<file path="src/rtl/huffman_pkg.sv">
// Shared Huffman constants: alphabet size, code geometry, table entry layout and FSM encodings.
// Used by the decoder, the frequency sorter and the future encoder.
package huffman_pkg;

  localparam int NSYM     = 4;
  localparam int MAXLEN   = 3;
  localparam int LENW     = 2;
  localparam int SYMW     = 2;
  localparam int ENTRY_W  = 5;
  localparam int CODE_LSB = 0;
  localparam int LEN_LSB  = 3;
  localparam int TABLE_W  = NSYM * ENTRY_W;

  typedef struct packed {
    logic [LENW-1:0]   len;
    logic [MAXLEN-1:0] code;
  } entry_t;

  localparam logic [0:0] ST_NOTABLE = 1'b0;
  localparam logic [0:0] ST_DECODE  = 1'b1;

endpackage

</file>
<file path="src/rtl/huffman_code_match.sv">
// Combinational lookup of the partial code against every table entry;
// reports a hit and the lowest matching symbol index.
module huffman_code_match
  import huffman_pkg::*;
#(
  parameter int NSYM   = huffman_pkg::NSYM,
  parameter int MAXLEN = huffman_pkg::MAXLEN,
  parameter int LENW   = huffman_pkg::LENW
) (
  input  logic [NSYM*(LENW+MAXLEN)-1:0] i_table,
  input  logic [MAXLEN-1:0]             i_partial,
  input  logic [$clog2(MAXLEN+1)-1:0]   i_count,
  output logic                          o_hit,
  output logic [$clog2(NSYM)-1:0]       o_idx
);

  localparam int EW   = LENW + MAXLEN;
  localparam int SYMW = $clog2(NSYM);

  logic [NSYM-1:0]   w_match;
  logic [MAXLEN-1:0] w_mask;

  // Only the low `count` bits of the partial register hold the code so far.
  assign w_mask = MAXLEN'((1 << i_count) - 1);

  generate
    for (genvar gi = 0; gi < NSYM; gi++) begin : g_entry
      logic [LENW-1:0]   w_len;
      logic [MAXLEN-1:0] w_code;
      assign w_len  = i_table[gi*EW+MAXLEN +: LENW];
      assign w_code = i_table[gi*EW +: MAXLEN];
      assign w_match[gi] = (i_count != '0) && (int'(w_len) == int'(i_count)) &&
                           ((w_code & w_mask) == (i_partial & w_mask));
    end
  endgenerate

  always_comb begin
    o_hit = |w_match;
    o_idx = '0;
    for (int i = NSYM - 1; i >= 0; i--) begin
      if (w_match[i]) o_idx = SYMW'(i);
    end
  end

endmodule

</file>
<file path="src/rtl/huffman_decoder.sv">
// Bit-serial prefix-code decoder: gathers MSB-first bits, emits one symbol per
// completed code through a valid/ready output, and flags codes that never match.
module huffman_decoder
  import huffman_pkg::*;
#(
  parameter int NSYM   = huffman_pkg::NSYM,
  parameter int MAXLEN = huffman_pkg::MAXLEN,
  parameter int LENW   = huffman_pkg::LENW
) (
  input  logic                          CLK,
  input  logic                          RST,
  input  logic [NSYM*(LENW+MAXLEN)-1:0] TABLE_IN,
  input  logic                          TABLE_LOAD,
  input  logic                          BIT_IN,
  input  logic                          BIT_VALID,
  output logic                          BIT_READY,
  input  logic                          FLUSH,
  output logic [$clog2(NSYM)-1:0]       SYM_OUT,
  output logic                          SYM_VALID,
  input  logic                          SYM_READY,
  output logic                          CODE_ERR,
  output logic [15:0]                   SYM_COUNT
);

  localparam int TW   = NSYM * (LENW + MAXLEN);
  localparam int CW   = $clog2(MAXLEN + 1);
  localparam int SYMW = $clog2(NSYM);

  logic [0:0]        r_state;
  logic [TW-1:0]     r_table;
  logic [MAXLEN-1:0] r_partial;
  logic [CW-1:0]     r_count;
  logic [SYMW-1:0]   r_sym_out;
  logic              r_sym_valid;
  logic              r_code_err;
  logic [15:0]       r_sym_count;

  logic              w_accept;
  logic [MAXLEN-1:0] w_partial_upd;
  logic [CW-1:0]     w_count_upd;
  logic              w_hit;
  logic [SYMW-1:0]   w_idx;

  assign BIT_READY     = (r_state == ST_DECODE) && (!r_sym_valid || SYM_READY);
  assign w_accept      = BIT_VALID && BIT_READY;
  assign w_partial_upd = {r_partial[MAXLEN-2:0], BIT_IN};
  assign w_count_upd   = r_count + 1'b1;

  huffman_code_match #(
    .NSYM  (NSYM),
    .MAXLEN(MAXLEN),
    .LENW  (LENW)
  ) u_match (
    .i_table  (r_table),
    .i_partial(w_partial_upd),
    .i_count  (w_count_upd),
    .o_hit    (w_hit),
    .o_idx    (w_idx)
  );

  always_ff @(posedge CLK) begin
    if (RST) begin
      r_state     <= ST_NOTABLE;
      r_table     <= '0;
      r_partial   <= '0;
      r_count     <= '0;
      r_sym_out   <= '0;
      r_sym_valid <= 1'b0;
      r_code_err  <= 1'b0;
      r_sym_count <= '0;
    end else if (TABLE_LOAD) begin
      r_state     <= ST_DECODE;
      r_table     <= TABLE_IN;
      r_partial   <= '0;
      r_count     <= '0;
      r_sym_valid <= 1'b0;
      r_code_err  <= 1'b0;
      r_sym_count <= '0;
    end else begin
      r_code_err <= 1'b0;
      if (r_sym_valid && SYM_READY) r_sym_valid <= 1'b0;
      // A flush drops whatever bit arrives alongside it.
      if (FLUSH) begin
        r_partial <= '0;
        r_count   <= '0;
      end else if (w_accept) begin
        if (w_hit) begin
          r_sym_out   <= w_idx;
          r_sym_valid <= 1'b1;
          r_partial   <= '0;
          r_count     <= '0;
          r_sym_count <= r_sym_count + 16'd1;
        end else if (w_count_upd == CW'(MAXLEN)) begin
          r_code_err <= 1'b1;
          r_partial  <= '0;
          r_count    <= '0;
        end else begin
          r_partial <= w_partial_upd;
          r_count   <= w_count_upd;
        end
      end
    end
  end

  assign SYM_OUT   = r_sym_out;
  assign SYM_VALID = r_sym_valid;
  assign CODE_ERR  = r_code_err;
  assign SYM_COUNT = r_sym_count;

endmodule

</file>
<file path="config.mk">
export PLATFORM = sky130hd
export DESIGN_NAME = huffman_decoder
export DESIGN_NICKNAME = d
export VERILOG_FILES = /design/src/rtl/huffman_pkg.sv /design/src/rtl/huffman_code_match.sv /design/src/rtl/huffman_decoder.sv
export SDC_FILE = /design/constraint.sdc
export NUM_CORES = 1
export LEC_CHECK = 0
export BUFFER_PORTS_ARGS = -buffer_cell sky130_fd_sc_hd__buf_2
export CAP_MARGIN = 20
export CORE_ASPECT_RATIO = 1.5
export CORE_MARGIN = 2
export CORE_UTILIZATION = 40
export CTS_BUF_LIST = sky130_fd_sc_hd__clkbuf_2 sky130_fd_sc_hd__clkbuf_4 sky130_fd_sc_hd__clkbuf_8
export DETAILED_ROUTE_END_ITERATION = 8
export MAX_ROUTING_LAYER = met4
export PLACE_DENSITY = 0.69
export SLEW_MARGIN = 5
export SYNTH_ARGS = -nofsm -noshare
export SYNTH_HDL_FRONTEND = slang
export SYNTH_SLANG_ARGS = --single-unit
</file>
<file path="constraint.sdc">
create_clock -name CLK -period 3.5 [get_ports CLK]
set_input_delay 0.7 -clock CLK [delete_from_list [all_inputs] [get_ports CLK]]
set_output_delay 0.7 -clock CLK [all_outputs]
set_load 0.01 [all_outputs]
</file>
# Yosys cells after proc, flatten, opt, wreduce, memory -nomap -nowiden
# Cells that the tools add are included.
op_classes:
  eq_ne: 9
  n_reduce_logical: 20
  n_mux: 13
  n_addsub: 3
  bitwise: 8
  n_shift: 1
ops:
  columns: ["op", "count"]
  rows:
  - ["16-bit by 1-bit adder with 16-bit output, second input constant", 1]
  - ["2-bit 2-to-1 mux", 8]
  - ["3-bit AND", 5]
  - ["3-bit == test", 4]
  - ["1-bit logical AND", 11]
  - ["2-bit == test", 4]
  - ["8-bit OR reduction", 1]
  - ["1-bit 2-to-1 mux", 5]
  - ["4-bit AND reduction", 1]
  - ["4-bit OR reduction", 1]
  - ["1-bit NOT", 3]
  - ["3-bit AND reduction", 1]
  - ["3-bit OR reduction", 1]
  - ["1-bit by 2-bit << shifter with 3-bit output, first input constant", 1]
  - ["3-bit by 2-bit subtractor with 3-bit output, second input constant", 1]
  - ["2-bit by 1-bit adder with 2-bit output, second input constant", 1]
  - ["2-bit == test, second input constant", 1]
  - ["2-bit nonzero test", 1]
  - ["2-bit OR reduction", 1]
  - ["1-bit zero test", 1]
  - ["1-bit logical OR", 1]
word_totals:
  output_inout_bits: 21
  reg_bits: 45
  input_bits: 27

# Longest topological paths before layout
# Gate-level depths: netlist of run 1.
depth:
  depth_word: 10
  ltp_mapped: 10
  ltp_nobuf: 8

# By module
# Synthesis of run 1 repeated with hierarchy kept, for this count alone.
hier_totals:
  hier_cells: 249
  hier_area_um2: 2268.4
modules_own_cells:
  columns: ["mod", "cells_per_inst", "area_each_um2", "instances"]
  rows:
  - ["huffman_decoder", 201, 1861.8, 1]
  - ["huffman_code_match", 48, 406.6, 1]

# Worst setup path after synthesis of run 1
# No wires, ideal clock.
synth_path:
  path_type: "input port to flip-flop"
  start: "input port BIT_IN"
  end: "register r_sym_count[11], in the netlist SYM_COUNT[11]"
  arrival_ns: 2.233
  required_time_ns: 3.372
  slack_ns: 1.140
  path_stages: 8
  path_buffers: 2
  setup_time_ns: 0.128
  path_cell_list: "buf_2 -> xor2_1 -> a2111oi_2 -> a32oi_2 -> buf_6 -> a2111oi_4 -> xnor2_1 -> nor2_1"
synth_via:
  elab_chain_cells: 5
  word_cells_on_any_way: 11
synth_lines:
  columns: ["element", "line", "text"]
  rows:
  - ["start, declared", "huffman_decoder.sv:14", "input logic BIT_IN,"]
  - ["3-bit AND (*)", "huffman_code_match.sv:33", "((w_code & w_mask) == (i_partial & w_mask));"]
  - ["3-bit == test", "huffman_code_match.sv:33", null]
  - ["1-bit logical AND", "huffman_code_match.sv:32", "assign w_match[gi] = (i_count != '0) && (int'(w_len) == int'(i_count)) &&"]
  - ["4-bit OR reduction (*)", "huffman_code_match.sv:38", "o_hit = |w_match;"]
  - ["3-bit AND reduction (no source line) (*)", null, null]
  - ["end signal, assigned", "huffman_decoder.sv:92", "r_sym_count <= r_sym_count + 16'd1;"]
  - ["end, declared", "huffman_decoder.sv:36", "logic [15:0] r_sym_count;"]
# Mark *: on every way between the ends. The rest lies on a longest branch, timed or not.
# A chain may end at the register's enable or synchronous reset.

# Final worst setup path of run 1
layout_path:
  start: "register r_count[0]"
  end: "register r_sym_count[10], in the netlist SYM_COUNT[10]"
layout_via:
  elab_chain_cells: 8
  word_cells_on_any_way: 27
layout_lines:
  columns: ["element", "line", "text"]
  rows:
  - ["start, declared", "huffman_decoder.sv:32", "logic [CW-1:0] r_count;"]
  - ["start signal, assigned", "huffman_decoder.sv:99", "r_count <= w_count_upd;"]
  - ["2-bit by 1-bit adder with 2-bit output (*)", "huffman_decoder.sv:47", "assign w_count_upd = r_count + 1'b1;"]
  - ["1-bit by 2-bit << shifter with 3-bit output", "huffman_code_match.sv:24", "assign w_mask = MAXLEN'((1 << i_count) - 1);"]
  - ["3-bit by 2-bit subtractor with 3-bit output", "huffman_code_match.sv:24", null]
  - ["3-bit AND", "huffman_code_match.sv:33", null]
  - ["3-bit == test", "huffman_code_match.sv:33", null]
  - ["1-bit logical AND", "huffman_code_match.sv:32", null]
  - ["4-bit OR reduction (*)", "huffman_code_match.sv:38", null]
  - ["3-bit AND reduction (no source line) (*)", null, null]
# Marked as above.

==> results.json, run 1 <==
{
  "status": "finished, final reports clean",
  "ys_seq_area_share_pct": 38.8,
  "drv_slew": 0,
  "worst_pin_slew_ns": 0.731,
  "required_ns": 3.68,
  "cts.sinks": 45,
  "gr-total-overflow": 0,
  "synth.area.top_cells": "dfxtp_1, mux2i_1, nor2_1",
  "fin_skew_ns": 0.00719,
  "syn_nets": 279,
  "drt_iter0_drc": 60,
  "end_kind": "flip-flop",
  "synth_edf_count": 0,
  "cap_violations": 0,
  "grtUsageTotal_pct": 17.7,
  "fin_ws_ns": 0.709,
  "synth_area_sq_mm": 0.00232,
  "postCtsResizedCells": 0,
  "timing.final.crit_share_pct": 79.7,
  "synth.top_cell.area_share_pct": 38.8,
  "gp_congestion": 0.835,
  "grt_pass1_vias": 1896,
  "dieArea_sq_mm": 0.00645,
  "vias": 1863,
  "synth_cell_types": 41,
  "setup_viol": 0,
  "yosysWarnings": 0,
  "avgSynthCellArea_sq_um": 9.45,
  "n_antenna_cell": 0,
  "grt_antenna_before_repair": 0,
  "rsz0062_at_grt": "no",
  "hold_violations": 0,
  "cts_root_buf": "clkbuf_8",
  "io_pins": 48,
  "power_density_mw_per_mm2": 393,
  "drcViolationCount": 0,
  "synth_cells": 246,
  "leakage_nw": 1.14,
  "die_y_microns": 97.3,
  "yosysMostFrequentCell": "dfxtp_1",
  "numPortBuffers": 47,
  "syn_to_final_growth_pct": 16.0,
  "layout-drive-gt1-share_pct": 24.8,
  "post_cts_buffers": 0,
  "tns_ns": 0,
  "clockBufferDepth": 2,
  "crit_path_start_kind": "flip-flop",
  "max_slew_margin_pct": 51.3,
  "initial_core_util_pct": 40.8,
  "place_hpwl_microns": 3890,
  "via_per_inst": 5.20,
  "ys_ff_latch": 45,
  "detailedPlace.worstSlack_ns": 0.730,
  "hold_class": "reg2reg",
  "htreeDepth": 2,
  "rows": 34,
  "ant_nets": 0,
  "die_x_microns": 66.2,
  "nets": 318,
  "max_freq_mhz": 358,
  "numCtsBuffers": 5,
  "clk-insertion-delay-late_ns": 0.30,
  "worstPathMaxFanout": 9,
  "cts_tree": "yes",
  "first_pass_iters": 4,
  "wl_microns": 5140,
  "ctsHoldBuffers": 0,
  "ir_drop_uv": 310,
  "wl_per_cell_microns": 14.3,
  "synth_common_cells": "dfxtp_1, nor2_1, mux2i_1, nand2_1, xnor2_1",
  "clk_pin_slew_worst_paths_ns": 0.09,
  "core_sq_mm": 0.00570,
  "async_flop_share_pct": 0,
  "grt_max_degree": 30,
  "crit_arrival_ns": 2.98,
  "grt_first_pass_wirelength_microns": 8670,
  "finalCriticalPeriod_ns": 2.79,
  "synth_ff_type": "dfxtp_1",
  "path_class": "reg2reg",
  "yosysTopAreaCell": "dfxtp_1"
}
## area by class of cell
| class | count | area (sq um) |
|---|---|---|
| sequential | 45 | 901 |
| clock buffer | 6 | 82.6 |
| inverter | 5 | 18.8 |
| timing repair buffer | 49 | 250 |
| fill | 586 | 3010 |
| tap | 72 | 90.1 |
| clock inverter | 2 | 37.5 |
| multi-input combinational | 179 | 1320 |
## worst max-delay path: stages (launching register included)
cell       delay, ns
dfxtp_1         0.54
inv_1           0.14
ha_1            0.41
or2_2           0.30
o21ai_1         0.12
a32oi_2         0.21
buf_4           0.25
a2111oi_1       0.46
xnor2_1         0.17
nor2_1          0.05
## registers in the layout (all words and copies together), names as in the netlist
name / cells
r_table: 20
CODE_ERR: 1
r_state: 1
r_count: 2
SYM_OUT: 2
SYM_VALID: 1
SYM_COUNT: 16
r_partial: 2
## power breakdown
group          leakage, nW  switching [mW]  total, mW  internal [mW]
clock network       0.0574           0.179      0.411          0.232
logic                0.717          0.0628      0.110         0.0468
registers            0.367          0.0124      0.539          0.527
## layout by cell type, fill, tap and decap left out, types with 6 or more instances in the layout
cell and instances:
xor2_1 12, buf_2 47, ha_1 6, or2_2 6, mux2i_1 24, clkbuf_8 6, dfxtp_1 45, nor2_1 36
xnor2_1 14, nand2_1 20
## cells by family after synthesis
logic type	share of synthesized area, %
AO/OA/AOI/OAI	14.5
multiplexers	10.3
flip-flops	38.8
XOR/XNOR	9.80
buffers and inverters	4.63
AND/OR/NAND/NOR	18.7
adder cells (fa/ha/maj)	3.23
## per-stage QoR
stage	power (mW)	cell area, sq um	utilization [%]	hold WS, ns	cells
floorplan	0.630	2320	-	0.447	246
global placement	0.659	2570	45.2	0.460	350
detailed placement	0.662	2570	45.2	0.475	350
CTS	1.07	2700	47.3	0.481	358
global route	1.11	2700	47.3	0.511	358
finish	1.06	2700	47.3	0.476	358
## routing by layer
metal	part of all wire, %	track usage [%]
met1	40	19.2
met2	52	30.2
met3	5.3	3.82
met4	3.0	8.01
met5	0	-
## path summary, 6_finish.rpt
check	from	to	slack (ns)	depth (start not counted)
max	r_count[0]$_SDFFE_PP0P_	SYM_COUNT[10]$_SDFFE_PP0P_	0.71	9
min reg2reg	SYM_OUT[0]$_SDFFE_PP0P_	SYM_OUT[0]$_SDFFE_PP0P_	0.48	2
max reg2reg	r_count[0]$_SDFFE_PP0P_	SYM_COUNT[10]$_SDFFE_PP0P_	0.71	9
min	SYM_OUT[0]$_SDFFE_PP0P_	SYM_OUT[0]$_SDFFE_PP0P_	0.48	2
Power figures use the tool's default switching activity.
==> inputs of run 2 (changes only) <==
ABC_AREA = 1   (was default)
clock period = 2.8 ns   (was 3.5 ns; I/O delays follow)
==> run 2 against run 1 <==
Effect of this change:
- global-route usage rose by 1.4 points
- core utilization rose by 0.62 points
- critical path depth rose by 3
- critical path type unchanged
==> results.json, run 2 <==
{
  "synth_ff_type": "dfxtp_1",
  "postCtsResizedCells": 0,
  "most-common-layout-cells": "nand2_1, nor2_1, buf_2, dfxtp_1",
  "grt_antenna_before_repair": 0,
  "drcViolationCount": 0,
  "syn_to_final_growth_pct": 16.0,
  "initial_core_util_pct": 41.3,
  "synth_cell_types": 23,
  "tns_ns": 0,
  "required_ns": 3.03,
  "detailedPlace.worstSlack_ns": 0.639,
  "max_slew_margin_pct": 65.7,
  "cp_top_family": "simple AND/OR/NAND/NOR gates",
  "ys_seq_area_share_pct": 37.4,
  "crit_start": "r_count[1]$_SDFFE_PP0P_",
  "io_pins": 48,
  "syn_nets": 400,
  "layout_commonest_cell": "nand2_1",
  "slowest_delay_ns": 0.41,
  "gp_congestion": 0.945,
  "vias": 2385,
  "finalCriticalPeriod_ns": 2.18,
  "regMostFlops": "r_table",
  "synth_cells": 367,
  "power_density_mw_per_mm2": 466,
  "gr-total-overflow": 0,
  "synth_area_sq_mm": 0.00241,
  "post_cts_buffers": 0,
  "ant_nets": 0,
  "totalPowerFinal_mw": 1.30,
  "ir_drop_uv": 301,
  "crit_path_cell_trace": "inv_1 -> ha_1 -> nand2_2 -> nor2_1 -> nor2_1 -> nand2_1 -> nor2_2 -> nor2_1 -> nand2_2 -> nand2_2 -> nand2_1 -> a21oi_1",
  "synth_common_cells": "nand2_1, nor2_1, dfxtp_1, a21oi_1, inv_1",
  "endpoint": "SYM_COUNT[3]$_SDFFE_PP0P_",
  "setup_viol": 0,
  "layout-drive-gt1-share_pct": 16.4,
  "yosysWarnings": 0,
  "nets": 447,
  "drv_slew": 0,
  "place_hpwl_microns": 4240,
  "cap_violations": 0,
  "clockBufferDepth": 2,
  "timing.final.crit_share_pct": 77.9,
  "first_pass_iters": 6,
  "fin_skew_ns": 0.00606,
  "worstReg2RegStart": "r_count[1]$_SDFFE_PP0P_",
  "grt_max_degree": 23,
  "grtUsageTotal_pct": 19.1,
  "die_x_microns": 67.3,
  "cts_tree": "yes",
  "path_class": "reg2reg",
  "dieArea_sq_mm": 0.00666,
  "wl_microns": 5640,
  "hold_violations": 0,
  "htreeDepth": 2,
  "ys_ff_latch": 45,
  "clk_pin_slew_worst_paths_ns": 0.08,
  "crit_slowest_cell": "dfxtp_1",
  "leakage_nw": 1.24,
  "status": "finished, final reports clean",
  "cp_num_buf_inv": 1,
  "max_freq_mhz": 459,
  "end_kind": "flip-flop",
  "worstPathMaxFanout": 17,
  "place_area_sq_mm": 0.00269,
  "crit_arrival_ns": 2.42,
  "rows": 34,
  "cts_root_buf": "clkbuf_8",
  "grt_pass1_vias": 2250,
  "avgSynthCellArea_sq_um": 6.56,
  "hold_class": "in2reg",
  "n_antenna_cell": 0,
  "async_flop_share_pct": 0,
  "synth.top_cell.area_share_pct": 37.4,
  "place_inst": 479,
  "yosysTopAreaCell": "dfxtp_1",
  "via_per_inst": 4.91,
  "final_util_pct": 47.9,
  "cts.sinks": 45,
  "rsz0062_at_grt": "no",
  "drt_iter0_drc": 157,
  "wl_per_cell_microns": 11.6,
  "grt_first_pass_wirelength_microns": 9680,
  "numCtsBuffers": 5,
  "largest_reg_flops": 20,
  "ctsHoldBuffers": 0,
  "regToRegSetupSlack_ns": 0.62,
  "clk-insertion-delay-late_ns": 0.30,
  "final_cells": 486,
  "crit_path_start_kind": "flip-flop",
  "r2r-end": "SYM_COUNT[3]$_SDFFE_PP0P_",
  "synth_edf_count": 0,
  "worst_pin_slew_ns": 0.513,
  "cp.depth": 12,
  "r2r_cells": 12,
  "core_sq_mm": 0.00583,
  "holdWs_ns": 0.437,
  "fin_ws_ns": 0.620,
  "die_y_microns": 99.0,
  "design_area_sq_mm": 0.00279,
  "yosysMostFrequentCell": "nand2_1",
  "numPortBuffers": 47,
  "synth.area.top_cells": "dfxtp_1, nand2_1, nor2_1"
}
[run 2: cells by family after synthesis]
kind of cell	after synthesis	share of synthesized area, %
compound gates	59	12.3
xor+xnor	13	4.73
fa+ha+maj	6	3.12
buf+inv	45	8.53
flops	45	37.4
simple gates	199	33.9
[run 2: metal layers]
layer	global-route usage [%]	vias to the layer above	part of all wire (%)
li1	-	1259	-
met1	21.4	1052	42
met2	32.5	61	52
met3	3.20	13	4.1
met4	8.16	0	2.8
met5	-	-	0
[run 2: worst register-to-register path: cells and delay by family (launching register included)]
kind	cells	cell delay, ns
and+or+nand+nor	9	1.10
DFF	1	0.41
adders and majority gates	1	0.40
AOI/OAI and AO/OA	1	0.13
buffers and inverters	1	0.08
[run 2: how the worst min path moves through the flow]
stage / from / end / slack [ns] / cells past startpoint
2_1_floorplan: r_state$_SDFFE_PP0P_ / r_state$_SDFFE_PP0P_ / 0.43 / 2
3_3_place_gp: SYM_OUT[1]$_SDFFE_PP0P_ / SYM_OUT[1]$_SDFFE_PP0P_ / 0.44 / 2
3_5_place_dp: SYM_OUT[1]$_SDFFE_PP0P_ / SYM_OUT[1]$_SDFFE_PP0P_ / 0.45 / 2
4_1_cts: RST / r_state$_SDFFE_PP0P_ / 0.43 / 2
5_1_grt: RST / r_state$_SDFFE_PP0P_ / 0.43 / 2
6_report: RST / r_state$_SDFFE_PP0P_ / 0.44 / 2
[run 2: report_power, final]
group / switching, mW / internal [mW]
Clock: 0.218 / 0.260
Sequential: 0.0156 / 0.662
Combinational: 0.0940 / 0.0524
[run 2: layout make-up]
cell class | instances | area (sq um)
clock buffers | 5 | 68.8
clock inverters | 2 | 35.0
fillers | 628 | 3040
inverters | 33 | 124
multi-input cells | 277 | 1300
flip-flops and latches | 45 | 901
well taps | 72 | 90.1
repair buffers | 52 | 273
